File: src/rtl/led16_scroll_ctrl.sv
// Scroll sequencer for four active-low 16-segment digits: message buffer, tick divider, RUN/FLUSH FSM.
// Optional end-of-message hold in loop mode is enabled by defining LED_SCROLL_PAUSE_EN.
module led16_scroll_ctrl #(
    parameter int          MSG_DEPTH   = 32,
    parameter int          ADDR_W      = 5,
    parameter int          TICK_DIV    = 2097152,
    parameter int          PAUSE_TICKS = 4,
    parameter logic [15:0] BLANK       = 16'hFFFF
) (
    input  logic              clk,
    input  logic              rst_n,
    input  logic              wr_en,
    input  logic [ADDR_W-1:0] wr_addr,
    input  logic [15:0]       wr_data,
    input  logic [ADDR_W:0]   msg_len,
    input  logic              loop,
    input  logic              start,
    input  logic              stop,
    output logic              busy,
    output logic              done,
    output logic              wrap,
    output logic [15:0]       LEDa,
    output logic [15:0]       LEDb,
    output logic [15:0]       LEDc,
    output logic [15:0]       LEDd
);

    localparam int              TW        = $clog2(TICK_DIV);
    localparam logic [TW-1:0]   TICK_LAST = TW'(TICK_DIV - 1);
    localparam logic [ADDR_W:0] DEPTH_L   = (ADDR_W + 1)'(MSG_DEPTH);

    if (TICK_DIV < 2 || PAUSE_TICKS < 1) begin : g_bad_param
        $error("led16_scroll_ctrl: TICK_DIV must be >= 2 and PAUSE_TICKS >= 1");
    end

`ifdef LED_SCROLL_PAUSE_EN
    localparam int            PW         = $clog2(PAUSE_TICKS + 1);
    localparam logic [PW-1:0] PAUSE_LAST = PW'(PAUSE_TICKS - 1);
    typedef enum logic [1:0] {S_IDLE, S_RUN, S_FLUSH, S_PAUSE} state_t;
`else
    typedef enum logic [1:0] {S_IDLE, S_RUN, S_FLUSH} state_t;
`endif

    state_t            r_state, w_state_nx;
    logic [15:0]       r_buf [MSG_DEPTH];
    logic [15:0]       r_led_a, r_led_b, r_led_c, r_led_d;
    logic [TW-1:0]     r_tick_cnt;
    logic [ADDR_W-1:0] r_rd_ptr, w_ptr_nx;
    logic [ADDR_W:0]   r_len;
    logic              r_loop;
    logic [1:0]        r_flush_cnt, w_flush_nx;
    logic              r_busy, r_done, r_wrap;
`ifdef LED_SCROLL_PAUSE_EN
    logic [PW-1:0]     r_pause_cnt, w_pause_nx;
`endif

    logic            w_tick, w_len_ok, w_accept, w_shift, w_blank_in, w_clear, w_done, w_wrap;
    logic [ADDR_W:0] w_len_m1;

    assign w_tick   = (r_tick_cnt == TICK_LAST);
    assign w_len_ok = (msg_len != '0) && (msg_len <= DEPTH_L);
    assign w_len_m1 = r_len - 1'b1;

    // Buffer has no reset; the shift reads the pre-edge contents, so a same-edge write is seen next time.
    always_ff @(posedge clk) begin
        if (wr_en)
            r_buf[wr_addr] <= wr_data;
    end

    always_comb begin
        w_state_nx = r_state;
        w_ptr_nx   = r_rd_ptr;
        w_flush_nx = r_flush_cnt;
        w_accept   = 1'b0;
        w_shift    = 1'b0;
        w_blank_in = 1'b0;
        w_clear    = 1'b0;
        w_done     = 1'b0;
        w_wrap     = 1'b0;
`ifdef LED_SCROLL_PAUSE_EN
        w_pause_nx = r_pause_cnt;
`endif
        if (r_state != S_IDLE && stop) begin
            w_state_nx = S_IDLE;
            w_ptr_nx   = '0;
            w_clear    = 1'b1;
        end else begin
            case (r_state)
                S_IDLE: begin
                    if (start && w_len_ok) begin
                        w_accept   = 1'b1;
                        w_state_nx = S_RUN;
                        w_ptr_nx   = '0;
                    end
                end
                S_RUN: begin
                    if (w_tick) begin
                        w_shift = 1'b1;
                        if ({1'b0, r_rd_ptr} != w_len_m1) begin
                            w_ptr_nx = r_rd_ptr + 1'b1;
                        end else begin
                            w_ptr_nx = '0;
                            if (!r_loop) begin
                                w_state_nx = S_FLUSH;
                                w_flush_nx = '0;
                            end else begin
`ifdef LED_SCROLL_PAUSE_EN
                                w_state_nx = S_PAUSE;
                                w_pause_nx = '0;
`else
                                w_wrap = 1'b1;
`endif
                            end
                        end
                    end
                end
                S_FLUSH: begin
                    // Four blank shifts push the whole message off the left edge.
                    if (w_tick) begin
                        w_shift    = 1'b1;
                        w_blank_in = 1'b1;
                        if (r_flush_cnt == 2'd3) begin
                            w_state_nx = S_IDLE;
                            w_done     = 1'b1;
                        end else begin
                            w_flush_nx = r_flush_cnt + 1'b1;
                        end
                    end
                end
`ifdef LED_SCROLL_PAUSE_EN
                S_PAUSE: begin
                    if (w_tick) begin
                        if (r_pause_cnt == PAUSE_LAST) begin
                            w_state_nx = S_RUN;
                            w_ptr_nx   = '0;
                            w_wrap     = 1'b1;
                        end else begin
                            w_pause_nx = r_pause_cnt + 1'b1;
                        end
                    end
                end
`endif
                default: begin
                    w_state_nx = S_IDLE;
                    w_clear    = 1'b1;
                end
            endcase
        end
    end

    always_ff @(posedge clk or negedge rst_n) begin
        if (!rst_n) begin
            r_state     <= S_IDLE;
            r_busy      <= 1'b0;
            r_done      <= 1'b0;
            r_wrap      <= 1'b0;
            r_rd_ptr    <= '0;
            r_flush_cnt <= '0;
            r_tick_cnt  <= '0;
            r_len       <= '0;
            r_loop      <= 1'b0;
            r_led_a     <= BLANK;
            r_led_b     <= BLANK;
            r_led_c     <= BLANK;
            r_led_d     <= BLANK;
`ifdef LED_SCROLL_PAUSE_EN
            r_pause_cnt <= '0;
`endif
        end else begin
            r_state     <= w_state_nx;
            r_busy      <= (w_state_nx != S_IDLE);
            r_done      <= w_done;
            r_wrap      <= w_wrap;
            r_rd_ptr    <= w_ptr_nx;
            r_flush_cnt <= w_flush_nx;
`ifdef LED_SCROLL_PAUSE_EN
            r_pause_cnt <= w_pause_nx;
`endif
            if (w_accept) begin
                r_len  <= msg_len;
                r_loop <= loop;
            end
            if (r_state == S_IDLE || w_state_nx == S_IDLE || w_tick)
                r_tick_cnt <= '0;
            else
                r_tick_cnt <= r_tick_cnt + 1'b1;
            if (w_clear) begin
                r_led_a <= BLANK;
                r_led_b <= BLANK;
                r_led_c <= BLANK;
                r_led_d <= BLANK;
            end else if (w_shift) begin
                r_led_a <= r_led_b;
                r_led_b <= r_led_c;
                r_led_c <= r_led_d;
                r_led_d <= w_blank_in ? BLANK : r_buf[r_rd_ptr];
            end
        end
    end

    assign busy = r_busy;
    assign done = r_done;
    assign wrap = r_wrap;
    assign LEDa = r_led_a;
    assign LEDb = r_led_b;
    assign LEDc = r_led_c;
    assign LEDd = r_led_d;

endmodule

File: config.mk
export PLATFORM = sky130hd
export DESIGN_NAME = led16_scroll_ctrl
export DESIGN_NICKNAME = d
export VERILOG_FILES = /design/src/rtl/led16_scroll_ctrl.sv
export SDC_FILE = /design/constraint.sdc
export NUM_CORES = 1
export LEC_CHECK = 0
export ABC_AREA = 0
export CAP_MARGIN = 10
export CORE_MARGIN = 2
export CORE_UTILIZATION = 60
export DETAILED_ROUTE_END_ITERATION = 10
export GPL_ROUTABILITY_DRIVEN = 0
export GPL_TIMING_DRIVEN = 0
export PLACE_DENSITY = 0.8
export SYNTH_ARGS = -nofsm -noshare
export SYNTH_HDL_FRONTEND = slang
export SYNTH_SLANG_ARGS = --single-unit
export TNS_END_PERCENT = 100
File: constraint.sdc
create_clock -name clk -period 2.7 [get_ports clk]
set_input_delay 0.405 -clock clk [delete_from_list [all_inputs] [get_ports clk]]
set_output_delay 0.405 -clock clk [all_outputs]
set_load 0.01 [all_outputs]
==> impl_results.html, run 1 <==
<table>
<tr><th>Metric</th><th>Value</th></tr>
<tr><th colspan="2">Status</th></tr>
<tr><td>Run status</td><td>completed</td></tr>
<tr><th colspan="2">Layout</th></tr>
<tr><td>Commonest non-fill, non-tap cell in the layout</td><td>edfxtp_1</td></tr>
<tr><td>Post-Layout Inst Area</td><td>roughly 0.029 mm2</td></tr>
<tr><td>Final net count</td><td>~1500</td></tr>
<tr><td>Commonest cells after routing, fill and taps aside</td><td>edfxtp_1 (512), mux4_2 (128), clkdlybuf4s50_1 (93)</td></tr>
<tr><td>Share of post-route cells with drive strength above 1</td><td>about a third</td></tr>
<tr><td>Final antenna diode count</td><td>0</td></tr>
<tr><td>Number of inserted filler cells in the final layout</td><td>between 2000 and 2500</td></tr>
<tr><td>Layout overhead on the synthesized area</td><td>17.8%</td></tr>
<tr><td>Final std cells w/o fill</td><td>2024</td></tr>
<tr><th colspan="2">Timing</th></tr>
<tr><td>Layout Skew</td><td>around 0.022 ns</td></tr>
<tr><td>Final number of setup-violating endpoints</td><td>0</td></tr>
<tr><td>Slew of the pin with the lowest slew margin</td><td>~1.3 ns</td></tr>
<tr><td>Clock period minus worst slack</td><td>2.68 ns</td></tr>
<tr><td>Number of slew-limit violations in the final report</td><td>0</td></tr>
<tr><td>Maximum achievable frequency</td><td>about 370 MHz</td></tr>
<tr><td>Part of the cycle the worst path needs</td><td>slightly below 100%</td></tr>
<tr><td>Setup repair after global routing missed its margin</td><td>yes</td></tr>
<tr><td>Number of endpoints with negative hold slack in the final report</td><td>0</td></tr>
<tr><td>Max-slew headroom</td><td>11.8%</td></tr>
<tr><th colspan="2">Route</th></tr>
<tr><td>Routed WL</td><td>around 59000 um</td></tr>
<tr><td>Post-DR vias/cell</td><td>between 6 and 7</td></tr>
<tr><td>First-pass detailed-route iteration total</td><td>6</td></tr>
<tr><td>Average wire per standard cell</td><td>a little under 30 um</td></tr>
<tr><td>Number of nets with antenna violations after routing</td><td>0</td></tr>
<tr><td>Iter 0 DRT Violations</td><td>1780</td></tr>
<tr><td>Number of vias in the routed layout</td><td>13400</td></tr>
<tr><td>Number of remaining DRC errors</td><td>0</td></tr>
<tr><th colspan="2">Die</th></tr>
<tr><td>Boundary Pins</td><td>100</td></tr>
<tr><td>Starting density of the core</td><td>approximately three fifths</td></tr>
<tr><td>CORE AREA</td><td>approximately 0.04 mm2</td></tr>
<tr><td>Area of the die</td><td>~0.042 mm2</td></tr>
<tr><td>Die Y-Extent</td><td>206 um</td></tr>
<tr><td>Die W</td><td>just over 200 um</td></tr>
<tr><td>Number of standard-cell rows in the floorplan</td><td>73</td></tr>
<tr><th colspan="2">CTS</th></tr>
<tr><td>Clock input transition at the sequential cells of the worst setup and hold paths</td><td>around 0.060 ns</td></tr>
<tr><td>CTS tree</td><td>done</td></tr>
<tr><td>Clock insertion delay at the later pin of the skew report</td><td>approximately 0.6 ns</td></tr>
<tr><td>Clock Root Buffer</td><td>clkbuf_16</td></tr>
<tr><td>Clock tree buffer depth</td><td>3</td></tr>
<tr><td>Total clock buffers created by CTS</td><td>between 50 and 60</td></tr>
<tr><td>H-Tree Level Count</td><td>2</td></tr>
<tr><td>Sink count of the clock tree</td><td>between 600 and 700</td></tr>
<tr><th colspan="2">Worst setup path</th></tr>
<tr><td>Worst R2R Start</td><td>r_rd_ptr[2]$_DFFE_PN0P_</td></tr>
<tr><td>Largest delay contributor family on the critical path</td><td>buffers and inverters</td></tr>
<tr><td>End of the worst register-to-register path</td><td>LEDd[4]$_DFFE_PN1P_</td></tr>
<tr><td>Crit start category</td><td>flip-flop</td></tr>
<tr><td>Number of logic stages on the critical path including buffering</td><td>7</td></tr>
<tr><td>Worst R2R Path Depth</td><td>7</td></tr>
<tr><td>Worst EP required</td><td>between 3 and 4 ns</td></tr>
<tr><td>FF-to-FF setup slack</td><td>slightly above 0.02 ns</td></tr>
<tr><td>Cell with the largest stage delay on the worst path</td><td>o21ai_0</td></tr>
<tr><td>Number of buffers and inverters on the critical path</td><td>3</td></tr>
<tr><td>Critical path's most frequent cell</td><td>clkbuf_2</td></tr>
<tr><td>CP arrival</td><td>3.20 ns</td></tr>
<tr><td>Element type at the critical path end</td><td>flip-flop</td></tr>
<tr><td>CP Max Fanout</td><td>10</td></tr>
<tr><td>Critical Path Max Stage Delay</td><td>roughly 0.45 ns</td></tr>
<tr><td>Kind of critical path</td><td>reg -&gt; reg</td></tr>
<tr><td>Series of cell instances along the critical path</td><td>clkbuf_1 &gt; clkbuf_2 &gt; clkbuf_2 &gt; mux4_2 &gt; mux2_2 &gt; o21ai_0 &gt; a21oi_1</td></tr>
<tr><th colspan="2">Place</th></tr>
<tr><td>Placed inst area</td><td>between 0.02 and 0.03 mm2</td></tr>
<tr><td>Post-detail-place hpwl</td><td>~36000 um</td></tr>
<tr><td>Placed instance count</td><td>roughly 1900</td></tr>
<tr><td>Number of I/O port buffers</td><td>between 90 and 100</td></tr>
<tr><th colspan="2">Min path</th></tr>
<tr><td>Classification of the worst-slack hold path</td><td>in -&gt; async</td></tr>
<tr><th colspan="2">Logic synthesis</th></tr>
<tr><td>EDFF count, synth</td><td>about 500</td></tr>
<tr><td>Total number of yosys warnings</td><td>0</td></tr>
<tr><td>Netlist Area Pre-Place</td><td>around 0.024 mm2</td></tr>
<tr><td>Post-Syn Nets</td><td>1299</td></tr>
<tr><td>Mean area per synthesized cell</td><td>about 19 um2</td></tr>
<tr><td>Flip-flop and latch count after synthesis</td><td>616</td></tr>
<tr><td>Sequential area share after synthesis</td><td>73.9%</td></tr>
<tr><td>Cell count after synthesis</td><td>around 1300</td></tr>
<tr><td>FFs w/ async S/R, synth</td><td>roughly 17%</td></tr>
<tr><td>Unique masters post-synth</td><td>58</td></tr>
<tr><td>Top FF cell, synth</td><td>edfxtp_1</td></tr>
<tr><th colspan="2">Power</th></tr>
<tr><td>Sum of internal, switching and leakage power</td><td>about 0.024 W</td></tr>
<tr><td>Worst supply voltage drop on vdd</td><td>about 0.00046 V</td></tr>
<tr><td>Leakage dissipation</td><td>around 9.2 nW</td></tr>
<tr><td>Total power divided by cell area</td><td>between 800 and 900 mW/mm2</td></tr>
<tr><th colspan="2">Run</th></tr>
<tr><td>Number of max-capacitance violations reported</td><td>0</td></tr>
<tr><th colspan="2">GRT</th></tr>
<tr><td>First-pass GRT wire length</td><td>about 87000 um</td></tr>
<tr><td>Global Route Usage Sum</td><td>28.6%</td></tr>
<tr><td>Antenna violations before repair</td><td>1</td></tr>
<tr><td>Largest net degree at the start of global routing</td><td>75</td></tr>
<tr><td>Total congestion overflow</td><td>0</td></tr>
<tr><td>Via count of the first global-routing pass</td><td>13700</td></tr>
</table>
[state kept, by name, summed over array words and instances, names as in the netlist]
| signal | flops |
|---|---|
| LEDd | 16 |
| LEDc | 16 |
| wrap | 1 |
| r_len | 6 |
| r_tick_cnt | 21 |
| r_rd_ptr | 5 |
| r_flush_cnt | 2 |
| LEDb | 16 |
| r_buf | 512 |
| busy | 1 |
| r_state | 2 |
| done | 1 |
| LEDa | 16 |
| r_loop | 1 |
[cell usage after synthesis (7+ instances only)]
library cell	number	area share (%)
a211oi_1	16	0.49
a21oi_1	39	0.80
buf_1	7	0.11
buf_2	29	0.59
clkbuf_1	30	0.46
dfrtp_1	40	4.1
dfstp_2	64	6.9
edfxtp_1	512	63
ha_1	8	0.41
inv_1	12	0.18
mux2_2	23	1.1
mux2i_1	33	1.4
mux4_2	128	12
nand2_1	45	0.69
nand3_1	18	0.37
nor2_1	45	0.69
nor2b_1	17	0.44
nor3_1	9	0.18
nor3_2	11	0.45
nor4_2	7	0.36
o21ai_0	18	0.37
o22a_1	48	1.7
o22ai_1	17	0.44
xnor2_1	15	0.54
xor2_1	10	0.36
[through the flow]
| step | worst slack [ns] | setup TNS, ns | hold WS, ns | util [%] |
|---|---|---|---|---|
| 6_report | 0.0207 | 0 | 0.270 | 72.1 |
| 5_1_grt | -0.0435 | -0.0842 | 0.320 | 72.1 |
| 4_1_cts | 0.00222 | 0 | 0.264 | 71.7 |
| 3_5_place_dp | -0.714 | -26.85 | 0.370 | 66.5 |
| 3_3_place_gp | -2.41 | -440.91 | 0.492 | 65.3 |
| 2_1_floorplan | 0.453 | 0 | 0.109 | - |
[cells by family after synthesis]
group	synth area share [%]
buffers and inverters	1.49
flip-flops	73.9
AO/OA/AOI/OAI	4.56
AND/OR/NAND/NOR	4.51
XOR/XNOR	0.896
multiplexers	14.2
adder cells (fa/ha/maj)	0.410
[area by class of cell]
class / count / area (um2) / share of cell area (%)
Multi-Input combinational cell: 561 / 6170 / 21.4
Tap cell: 525 / 657 / 2.28
Timing Repair Buffer: 132 / 1470 / 5.09
Buffer: 69 / 423 / 1.47
Inverter: 12 / 45.0 / 0.156
Sequential cell: 616 / 18100 / 62.7
Clock buffer: 73 / 1570 / 5.45
Clock inverter: 36 / 397 / 1.38
[report_power, final]
group / leakage [nW] / internal, W / switching [W]
Sequential: 5.83 / 0.0105 / 0.000103
Clock: 0.954 / 0.00488 / 0.00346
Combinational: 2.41 / 0.00223 / 0.00288
[routing by layer]
metal,vias up,global-route usage [%],part of all wire [%]
li1,5495,-,-
met1,6870,37.7,37
met2,840,46.6,49
met3,145,6.37,9.8
met4,0,12.1,3.9
met5,-,0,0
[how the worst max path moves through the flow]
stage | slack (ns) | startpoint | endpoint
2_1_floorplan | 0.45 | r_tick_cnt[0]$_DFF_PN0_ | r_tick_cnt[11]$_DFF_PN0_
5_1_grt | -0.04 | r_rd_ptr[0]$_DFFE_PN0P_ | LEDd[3]$_DFFE_PN1P_
6_report | 0.02 | r_rd_ptr[2]$_DFFE_PN0P_ | LEDd[4]$_DFFE_PN1P_
4_1_cts | 0.002 | r_rd_ptr[0]$_DFFE_PN0P_ | LEDd[1]$_DFFE_PN1P_
3_3_place_gp | -2.41 | rst_n | r_len[2]$_DFFE_PN0P_
3_5_place_dp | -0.71 | r_rd_ptr[2]$_DFFE_PN0P_ | LEDd[9]$_DFFE_PN1P_
[timing repair]
action | CTS | global route
hold buffers | 1 | 0
buffers inserted | 1 | 0
setup endpoints to repair | 16 | 36
endpoints found under the hold margin | 23 | 0
pin swaps | 1 | 0
resized for setup | 51 | 36
No activity file was read; power rests on OpenSTA's default activity.
==> run 2: changes to the inputs <==
--- a/config.mk
+++ b/config.mk
@@ -8,11 +8,11 @@
 export ABC_AREA = 0
 export CAP_MARGIN = 10
 export CORE_MARGIN = 2
-export CORE_UTILIZATION = 60
+export CORE_UTILIZATION = 50
 export DETAILED_ROUTE_END_ITERATION = 10
 export GPL_ROUTABILITY_DRIVEN = 0
 export GPL_TIMING_DRIVEN = 0
-export PLACE_DENSITY = 0.8
+export PLACE_DENSITY = 0.69
 export SYNTH_ARGS = -nofsm -noshare
 export SYNTH_HDL_FRONTEND = slang
 export SYNTH_SLANG_ARGS = --single-unit
==> run 2 against run 1 <==
Clock-buffer cell count rose by 1. Global-route usage fell by 5.8 points. Register-to-register slack improved by 0.07 ns.
==> impl_results.html, run 2 (same netlist as run 1, synthesis figures left out) <==
<table>
<tr><th>Metric</th><th>Value</th></tr>
<tr><th colspan="2">Route</th></tr>
<tr><td>Number of remaining DRC errors</td><td>0 (unchanged)</td></tr>
<tr><td>Iter 0 DRT Violations</td><td>1356 (was 1780)</td></tr>
<tr><td>Routed WL</td><td>56600 um (was 58600 um)</td></tr>
<tr><td>Number of vias in the routed layout</td><td>12900 (was 13400)</td></tr>
<tr><td>Average wire per standard cell</td><td>26.6 um (was 29.0 um)</td></tr>
<tr><td>Post-DR vias/cell</td><td>6.08 (was 6.60)</td></tr>
<tr><td>Number of nets with antenna violations after routing</td><td>0 (unchanged)</td></tr>
<tr><td>First-pass detailed-route iteration total</td><td>7 (was 6)</td></tr>
<tr><th colspan="2">Layout</th></tr>
<tr><td>Largest Register</td><td>r_buf (unchanged)</td></tr>
<tr><td>Flip-flop count of the largest register after layout</td><td>512 (unchanged)</td></tr>
<tr><td>Layout overhead on the synthesized area</td><td>18.3% (was 17.8%)</td></tr>
<tr><td>Final antenna diode count</td><td>0 (unchanged)</td></tr>
<tr><td>Post-Layout Inst Area</td><td>0.0289 mm2 (was 0.0288 mm2)</td></tr>
<tr><td>Final std cells w/o fill</td><td>2124 (was 2024)</td></tr>
<tr><td>Share of post-route cells with drive strength above 1</td><td>31.4% (about the same)</td></tr>
<tr><td>Final net count</td><td>1501 (was 1491)</td></tr>
<tr><td>Commonest cells after routing, fill and taps aside</td><td>edfxtp_1 (512), mux4_2 (128), clkdlybuf4s50_1 (92) (was edfxtp_1 (512), mux4_2 (128), clkdlybuf4s50_1 (93))</td></tr>
<tr><td>Utilization of the core after routing</td><td>60.3% (was 72.1%)</td></tr>
<tr><td>Largest registers</td><td>r_buf: 512 flops, r_tick_cnt: 21 flops (unchanged)</td></tr>
<tr><td>Commonest non-fill, non-tap cell in the layout</td><td>edfxtp_1 (unchanged)</td></tr>
<tr><th colspan="2">Die</th></tr>
<tr><td>Area of the die</td><td>0.0506 mm2 (was 0.0423 mm2)</td></tr>
<tr><td>Die W</td><td>225 um (was 206 um)</td></tr>
<tr><td>Number of standard-cell rows in the floorplan</td><td>80 (was 73)</td></tr>
<tr><td>Die Y-Extent</td><td>225 um (was 206 um)</td></tr>
<tr><td>CORE AREA</td><td>0.0479 mm2 (was 0.0399 mm2)</td></tr>
<tr><td>Boundary Pins</td><td>100 (unchanged)</td></tr>
<tr><td>Starting density of the core</td><td>50.9% (was 61.2%)</td></tr>
<tr><th colspan="2">CTS</th></tr>
<tr><td>Clock Root Buffer</td><td>clkbuf_16 (unchanged)</td></tr>
<tr><td>Clock tree buffer depth</td><td>3 (unchanged)</td></tr>
<tr><td>Clock insertion delay at the later pin of the skew report</td><td>0.62 ns (was 0.61 ns)</td></tr>
<tr><td>Clock input transition at the sequential cells of the worst setup and hold paths</td><td>0.06 ns (about the same)</td></tr>
<tr><td>Total clock buffers created by CTS</td><td>59 (was 58)</td></tr>
<tr><td>CTS tree</td><td>done (unchanged)</td></tr>
<tr><td>Sink count of the clock tree</td><td>616 (unchanged)</td></tr>
<tr><td>H-Tree Level Count</td><td>2 (unchanged)</td></tr>
<tr><th colspan="2">Worst setup path</th></tr>
<tr><td>FF-to-FF setup slack</td><td>0.09 ns (was 0.02 ns)</td></tr>
<tr><td>Worst EP required</td><td>3.23 ns (was 3.22 ns)</td></tr>
<tr><td>Element type at the critical path end</td><td>flip-flop (unchanged)</td></tr>
<tr><td>End of the worst register-to-register path</td><td>LEDd[1]$_DFFE_PN1P_ (was LEDd[4]$_DFFE_PN1P_)</td></tr>
<tr><td>Worst R2R Start</td><td>r_rd_ptr[2]$_DFFE_PN0P_ (unchanged)</td></tr>
<tr><td>CP Max Fanout</td><td>10 (unchanged)</td></tr>
<tr><td>Crit start category</td><td>flip-flop (unchanged)</td></tr>
<tr><td>Worst R2R Path Depth</td><td>7 (unchanged)</td></tr>
<tr><td>Kind of critical path</td><td>reg -&gt; reg (unchanged)</td></tr>
<tr><td>CP arrival</td><td>3.14 ns (was 3.20 ns)</td></tr>
<tr><th colspan="2">Place</th></tr>
<tr><td>Placed inst area</td><td>0.0268 mm2 (was 0.0265 mm2)</td></tr>
<tr><td>Post-detail-place hpwl</td><td>37300 um (was 35600 um)</td></tr>
<tr><td>Number of I/O port buffers</td><td>99 (unchanged)</td></tr>
<tr><td>Placed instance count</td><td>2006 (was 1908)</td></tr>
<tr><th colspan="2">Status</th></tr>
<tr><td>Run status</td><td>completed (unchanged)</td></tr>
<tr><th colspan="2">Timing</th></tr>
<tr><td>Setup repair after global routing missed its margin</td><td>no (was yes)</td></tr>
<tr><td>Number of endpoints with negative hold slack in the final report</td><td>0 (unchanged)</td></tr>
<tr><td>Max-slew headroom</td><td>17.4% (was 11.8%)</td></tr>
<tr><td>Maximum achievable frequency</td><td>384 MHz (was 373 MHz)</td></tr>
<tr><td>Final number of setup-violating endpoints</td><td>0 (unchanged)</td></tr>
<tr><td>Clock period minus worst slack</td><td>2.61 ns (was 2.68 ns)</td></tr>
<tr><td>Setup TNS</td><td>0 ns (unchanged)</td></tr>
<tr><td>Layout Skew</td><td>0.0105 ns (was 0.0224 ns)</td></tr>
<tr><td>Slew of the pin with the lowest slew margin</td><td>1.23 ns (was 1.32 ns)</td></tr>
<tr><td>Part of the cycle the worst path needs</td><td>96.5% (was 99.2%)</td></tr>
<tr><td>Number of slew-limit violations in the final report</td><td>0 (unchanged)</td></tr>
<tr><th colspan="2">Run</th></tr>
<tr><td>Number of max-capacitance violations reported</td><td>0 (unchanged)</td></tr>
<tr><th colspan="2">GRT</th></tr>
<tr><td>Largest net degree at the start of global routing</td><td>78 (was 75)</td></tr>
<tr><td>First-pass GRT wire length</td><td>84100 um (was 86700 um)</td></tr>
<tr><td>Global Route Usage Sum</td><td>22.8% (was 28.6%)</td></tr>
<tr><td>Antenna violations before repair</td><td>0 (was 1)</td></tr>
<tr><td>Via count of the first global-routing pass</td><td>13100 (was 13700)</td></tr>
<tr><td>Total congestion overflow</td><td>0 (unchanged)</td></tr>
<tr><th colspan="2">Min path</th></tr>
<tr><td>Classification of the worst-slack hold path</td><td>in -&gt; async (unchanged)</td></tr>
<tr><th colspan="2">Power</th></tr>
<tr><td>Worst supply voltage drop on vdd</td><td>0.000650 V (was 0.000464 V)</td></tr>
<tr><td>Sum of internal, switching and leakage power</td><td>0.0234 W (was 0.0240 W)</td></tr>
<tr><td>Leakage dissipation</td><td>9.19 nW (about the same)</td></tr>
<tr><td>Total power divided by cell area</td><td>811 mW/mm2 (was 835 mW/mm2)</td></tr>
</table>
==> run 2: cell types whose count changed in the layout (fill, tap and decap cells not counted), sizes merged <==
cell           previous run  this run
buf                      71        82
bufinv                    8         4
clkinvlp                  2         5
clkbuf                  108       109
clkdlybuf4s15             1         0
clkdlybuf4s50            93        92
clkinv                   25        26
==> run 2: metrics by stage <==
stage | hold slack (ns) | setup slack (ns)
after global placement | 0.494 | -2.50
final | 0.266 | 0.0944
after detailed placement | 0.360 | -0.662
after CTS | 0.241 | 0.00356
after global routing | 0.278 | 0.00503
after floorplan | 0.109 | 0.453
==> run 2: metal layers <==
layer / vias to the layer above / GRT usage (%) / part of all wire (%)
met5: - / 0 / 0
met4: 0 / 6.07 / 2.2
met3: 87 / 4.19 / 8.3
met2: 569 / 36.9 / 48
met1: 6764 / 32.4 / 42
li1: 5504 / - / -
==> run 2: timing repair <==
action                                  CTS  global route
endpoints found under the setup margin   18            73
pin swaps                                 1             2
hold buffers                              1             0
hold endpoints to repair                 27             0
gates resized for setup                  51            27
setup buffers                             1             1
==> run 2: cell type report <==
cell class	instances	area, um2
Clock inverter	36	288
Fill cell	3392	19100
Inverter	12	45.0
Clock buffer	74	1550
Sequential cell	616	18100
Timing Repair Buffer	142	1630
Multi-Input combinational cell	561	6140
Buffer	68	409
Tap cell	615	769
==> run 2: critical path: stages, from the launching register on <==
cell,delay (ns)
dfrtp_1,0.32
clkbuf_1,0.29
clkbuf_2,0.39
clkbuf_4,0.34
mux4_2,0.34
mux2_2,0.27
o21ai_0,0.43
a21oi_1,0.14
==> run 2: how the worst max path moves through the flow <==
stage / from / slack (ns) / to / cells past startpoint
final: r_rd_ptr[2]$_DFFE_PN0P_ / 0.09 / LEDd[1]$_DFFE_PN1P_ / 7
after global routing: r_rd_ptr[2]$_DFFE_PN0P_ / 0.005 / LEDd[6]$_DFFE_PN1P_ / 8
after CTS: r_rd_ptr[2]$_DFFE_PN0P_ / 0.004 / LEDd[1]$_DFFE_PN1P_ / 7
after detailed placement: r_rd_ptr[1]$_DFFE_PN0P_ / -0.66 / LEDd[1]$_DFFE_PN1P_ / 8
after global placement: rst_n / -2.50 / r_rd_ptr[1]$_DFFE_PN0P_ / 1
after floorplan: r_tick_cnt[0]$_DFF_PN0_ / 0.45 / r_tick_cnt[11]$_DFF_PN0_ / 8
==> run 2: power breakdown <==
group	internal [W]	switching, W
sequential	0.0105	0.000114
combinational	0.00221	0.00277
clock	0.00445	0.00342
total	0.0171	0.00631
==> run 3: changes to the inputs <==
--- a/config.mk
+++ b/config.mk
@@ -12,7 +12,9 @@
 export DETAILED_ROUTE_END_ITERATION = 10
 export GPL_ROUTABILITY_DRIVEN = 0
 export GPL_TIMING_DRIVEN = 0
+export HOLD_SLACK_MARGIN = 0.05
 export PLACE_DENSITY = 0.69
+export SKIP_LAST_GASP = 1
 export SYNTH_ARGS = -nofsm -noshare
 export SYNTH_HDL_FRONTEND = slang
 export SYNTH_SLANG_ARGS = --single-unit
==> run 3 against run 2 <==
Critical path type unchanged. Sequential share of layout area about the same. Global-route usage about the same. Combinational power about the same. Cell count unchanged. Clock power about the same. Hold slack better by 0.0019 ns. Sequential power about the same. Die area unchanged.
==> impl_results.html, run 3 (same netlist as run 1, synthesis figures left out) <==
<table>
<tr><th>Metric</th><th>Value</th></tr>
<tr><th colspan="2">Layout</th></tr>
<tr><td>Share of post-route cells with drive strength above 1</td><td>31.4% (unchanged)</td></tr>
<tr><td>Final antenna diode count</td><td>0 (unchanged)</td></tr>
<tr><td>Commonest cells after routing, fill and taps aside</td><td>edfxtp_1 (512), mux4_2 (128), clkdlybuf4s50_1 (92) (unchanged)</td></tr>
<tr><td>Largest Register</td><td>r_buf (unchanged)</td></tr>
<tr><td>Layout overhead on the synthesized area</td><td>18.3% (about the same)</td></tr>
<tr><td>Largest registers</td><td>r_buf: 512 flops, r_tick_cnt: 21 flops (unchanged)</td></tr>
<tr><td>Flip-flop count of the largest register after layout</td><td>512 (unchanged)</td></tr>
<tr><td>Commonest non-fill, non-tap cell in the layout</td><td>edfxtp_1 (unchanged)</td></tr>
<tr><td>Final net count</td><td>1501 (unchanged)</td></tr>
<tr><th colspan="2">Power</th></tr>
<tr><td>Leakage dissipation</td><td>9.19 nW (about the same)</td></tr>
<tr><td>Total power divided by cell area</td><td>812 mW/mm2 (was 811 mW/mm2)</td></tr>
<tr><td>Sum of internal, switching and leakage power</td><td>0.0235 W (was 0.0234 W)</td></tr>
<tr><td>Worst supply voltage drop on vdd</td><td>0.000653 V (was 0.000650 V)</td></tr>
<tr><th colspan="2">Die</th></tr>
<tr><td>Die W</td><td>225 um (unchanged)</td></tr>
<tr><td>Starting density of the core</td><td>50.9% (unchanged)</td></tr>
<tr><td>CORE AREA</td><td>0.0479 mm2 (unchanged)</td></tr>
<tr><td>Area of the die</td><td>0.0506 mm2 (unchanged)</td></tr>
<tr><td>Die Y-Extent</td><td>225 um (unchanged)</td></tr>
<tr><td>Boundary Pins</td><td>100 (unchanged)</td></tr>
<tr><td>Number of standard-cell rows in the floorplan</td><td>80 (unchanged)</td></tr>
<tr><th colspan="2">GRT</th></tr>
<tr><td>Global Route Usage Sum</td><td>22.8% (about the same)</td></tr>
<tr><td>Largest net degree at the start of global routing</td><td>78 (unchanged)</td></tr>
<tr><td>First-pass GRT wire length</td><td>84100 um (about the same)</td></tr>
<tr><td>Via count of the first global-routing pass</td><td>13100 (about the same)</td></tr>
<tr><td>Antenna violations before repair</td><td>0 (unchanged)</td></tr>
<tr><td>Total congestion overflow</td><td>0 (unchanged)</td></tr>
<tr><th colspan="2">Place</th></tr>
<tr><td>Post-Place Setup Slack</td><td>-0.662 ns (unchanged)</td></tr>
<tr><td>Number of I/O port buffers</td><td>99 (unchanged)</td></tr>
<tr><td>Post-detail-place hpwl</td><td>37300 um (unchanged)</td></tr>
<tr><th colspan="2">Timing</th></tr>
<tr><td>Number of slew-limit violations in the final report</td><td>0 (unchanged)</td></tr>
<tr><td>Setup slack of the critical path after layout</td><td>0.0561 ns (was 0.0944 ns)</td></tr>
<tr><td>Part of the cycle the worst path needs</td><td>97.9% (was 96.5%)</td></tr>
<tr><td>Number of endpoints with negative hold slack in the final report</td><td>0 (unchanged)</td></tr>
<tr><td>Setup TNS</td><td>0 ns (unchanged)</td></tr>
<tr><td>Setup repair after global routing missed its margin</td><td>yes (was no)</td></tr>
<tr><td>Max-slew headroom</td><td>18.8% (was 17.4%)</td></tr>
<tr><td>Maximum achievable frequency</td><td>378 MHz (was 384 MHz)</td></tr>
<tr><td>Layout Skew</td><td>0.0118 ns (was 0.0105 ns)</td></tr>
<tr><td>Slew of the pin with the lowest slew margin</td><td>1.21 ns (was 1.23 ns)</td></tr>
<tr><td>Clock period minus worst slack</td><td>2.64 ns (was 2.61 ns)</td></tr>
<tr><td>Final number of setup-violating endpoints</td><td>0 (unchanged)</td></tr>
<tr><th colspan="2">Worst setup path</th></tr>
<tr><td>Number of buffers and inverters on the critical path</td><td>3 (unchanged)</td></tr>
<tr><td>End of the worst register-to-register path</td><td>LEDd[3]$_DFFE_PN1P_ (was LEDd[1]$_DFFE_PN1P_)</td></tr>
<tr><td>Element type at the critical path end</td><td>flip-flop (unchanged)</td></tr>
<tr><td>Kind of critical path</td><td>reg -&gt; reg (unchanged)</td></tr>
<tr><td>Worst R2R Start</td><td>r_rd_ptr[2]$_DFFE_PN0P_ (unchanged)</td></tr>
<tr><td>Worst R2R Path Depth</td><td>7 (unchanged)</td></tr>
<tr><td>Number of logic stages on the critical path including buffering</td><td>7 (unchanged)</td></tr>
<tr><td>Series of cell instances along the critical path</td><td>clkbuf_1 &gt; clkbuf_2 &gt; clkbuf_4 &gt; mux4_2 &gt; mux2_2 &gt; o21ai_0 &gt; a21oi_1 (unchanged)</td></tr>
<tr><td>CP Max Fanout</td><td>10 (unchanged)</td></tr>
<tr><td>Crit start category</td><td>flip-flop (unchanged)</td></tr>
<tr><td>Worst EP required</td><td>3.22 ns (was 3.23 ns)</td></tr>
<tr><td>CP arrival</td><td>3.17 ns (was 3.14 ns)</td></tr>
<tr><td>CP endpoint</td><td>LEDd[3]$_DFFE_PN1P_ (was LEDd[1]$_DFFE_PN1P_)</td></tr>
<tr><td>Critical Path Max Stage Delay</td><td>0.46 ns (was 0.43 ns)</td></tr>
<tr><td>FF-to-FF setup slack</td><td>0.06 ns (was 0.09 ns)</td></tr>
<tr><td>Cell with the largest stage delay on the worst path</td><td>o21ai_0 (unchanged)</td></tr>
<tr><td>Largest delay contributor family on the critical path</td><td>buffers and inverters (unchanged)</td></tr>
<tr><td>Beginning of the critical path</td><td>r_rd_ptr[2]$_DFFE_PN0P_ (unchanged)</td></tr>
<tr><th colspan="2">Route</th></tr>
<tr><td>Number of nets with antenna violations after routing</td><td>0 (unchanged)</td></tr>
<tr><td>Number of remaining DRC errors</td><td>0 (unchanged)</td></tr>
<tr><td>Iter 0 DRT Violations</td><td>1366 (was 1356)</td></tr>
<tr><td>First-pass detailed-route iteration total</td><td>6 (was 7)</td></tr>
<tr><td>Number of vias in the routed layout</td><td>12900 (about the same)</td></tr>
<tr><td>Routed WL</td><td>56600 um (about the same)</td></tr>
<tr><td>Average wire per standard cell</td><td>26.7 um (was 26.6 um)</td></tr>
<tr><td>Post-DR vias/cell</td><td>6.09 (was 6.08)</td></tr>
<tr><th colspan="2">CTS</th></tr>
<tr><td>H-Tree Level Count</td><td>2 (unchanged)</td></tr>
<tr><td>Total clock buffers created by CTS</td><td>59 (unchanged)</td></tr>
<tr><td>Clock tree buffer depth</td><td>3 (unchanged)</td></tr>
<tr><td>Sink count of the clock tree</td><td>616 (unchanged)</td></tr>
<tr><td>Clock insertion delay at the later pin of the skew report</td><td>0.62 ns (about the same)</td></tr>
<tr><td>CTS tree</td><td>done (unchanged)</td></tr>
<tr><td>Clock Root Buffer</td><td>clkbuf_16 (unchanged)</td></tr>
<tr><td>Clock input transition at the sequential cells of the worst setup and hold paths</td><td>0.06 ns (about the same)</td></tr>
<tr><th colspan="2">Status</th></tr>
<tr><td>Run status</td><td>completed (unchanged)</td></tr>
<tr><th colspan="2">Run</th></tr>
<tr><td>Number of max-capacitance violations reported</td><td>0 (unchanged)</td></tr>
<tr><th colspan="2">Min path</th></tr>
<tr><td>Classification of the worst-slack hold path</td><td>in -&gt; async (unchanged)</td></tr>
</table>
## run 3: changes by cell type in the layout (fill, tap and decap cells not counted)
cell      before  now
o21ai_0        9   10
clkbuf_4       9    8
o21ai_1       11   10
buf_2         22   23
## run 3: how the worst min path moves through the flow
stage / endpoint / slack [ns] / depth (start not counted)
finish: r_tick_cnt[0]$_DFF_PN0_ / 0.27 / 2
global route: r_tick_cnt[0]$_DFF_PN0_ / 0.28 / 2
CTS: r_tick_cnt[0]$_DFF_PN0_ / 0.24 / 2
detailed placement: r_tick_cnt[5]$_DFF_PN0_ / 0.36 / 1
global placement: r_tick_cnt[0]$_DFF_PN0_ / 0.49 / 1
floorplan: busy$_DFF_PN0_ / 0.11 / 0
## run 3: through the flow
step                instances  cell area [um2]  hold WS (ns)  utilization (%)
floorplan                1258            24400         0.109                -
global placement         1972            26200         0.494             54.6
detailed placement       2006            26800         0.360             55.9
CTS                      2117            28700         0.241             59.9
global route             2124            28900         0.278             60.3
finish                   2124            28900         0.268             60.3
## run 3: repair_timing
action                                  CTS  global route
resized for setup                        50            26
cloned                                    0             0
buffers inserted                          1             1
pin swaps                                 1             2
hold buffers                              1             0
endpoints found under the setup margin   18            73
endpoints found under the hold margin    27             0
## run 3: cell type report
type                            instances  area [um2]
Buffer                                 68         407
Clock buffer                           74        1550
Fill cell                            3390       19100
Sequential cell                       616       18100
Inverter                               12        45.0
Timing Repair Buffer                  142        1630
Clock inverter                         36         288
Tap cell                              615         769
Multi-Input combinational cell        561        6140
## run 3: per-layer routing
| metal | vias up | share of wire, % | global-route usage [%] |
|---|---|---|---|
| met3 | 92 | 8.5 | 4.19 |
| met2 | 564 | 48 | 36.9 |
| li1 | 5501 | - | - |
| met5 | - | 0 | 0 |
| met4 | 0 | 2.3 | 6.07 |
| met1 | 6768 | 41 | 32.4 |
## run 3: worst reg2reg max path: stages (launching register included)
cell      delay, ns
dfrtp_1        0.32
clkbuf_1       0.28
clkbuf_2       0.39
clkbuf_4       0.34
mux4_2         0.34
mux2_2         0.28
o21ai_0        0.46
a21oi_1        0.15
## run 3: where the power goes
group / switching, W / internal [W]
logic: 0.00278 / 0.00221
registers: 0.000115 / 0.0105
clock network: 0.00343 / 0.00445
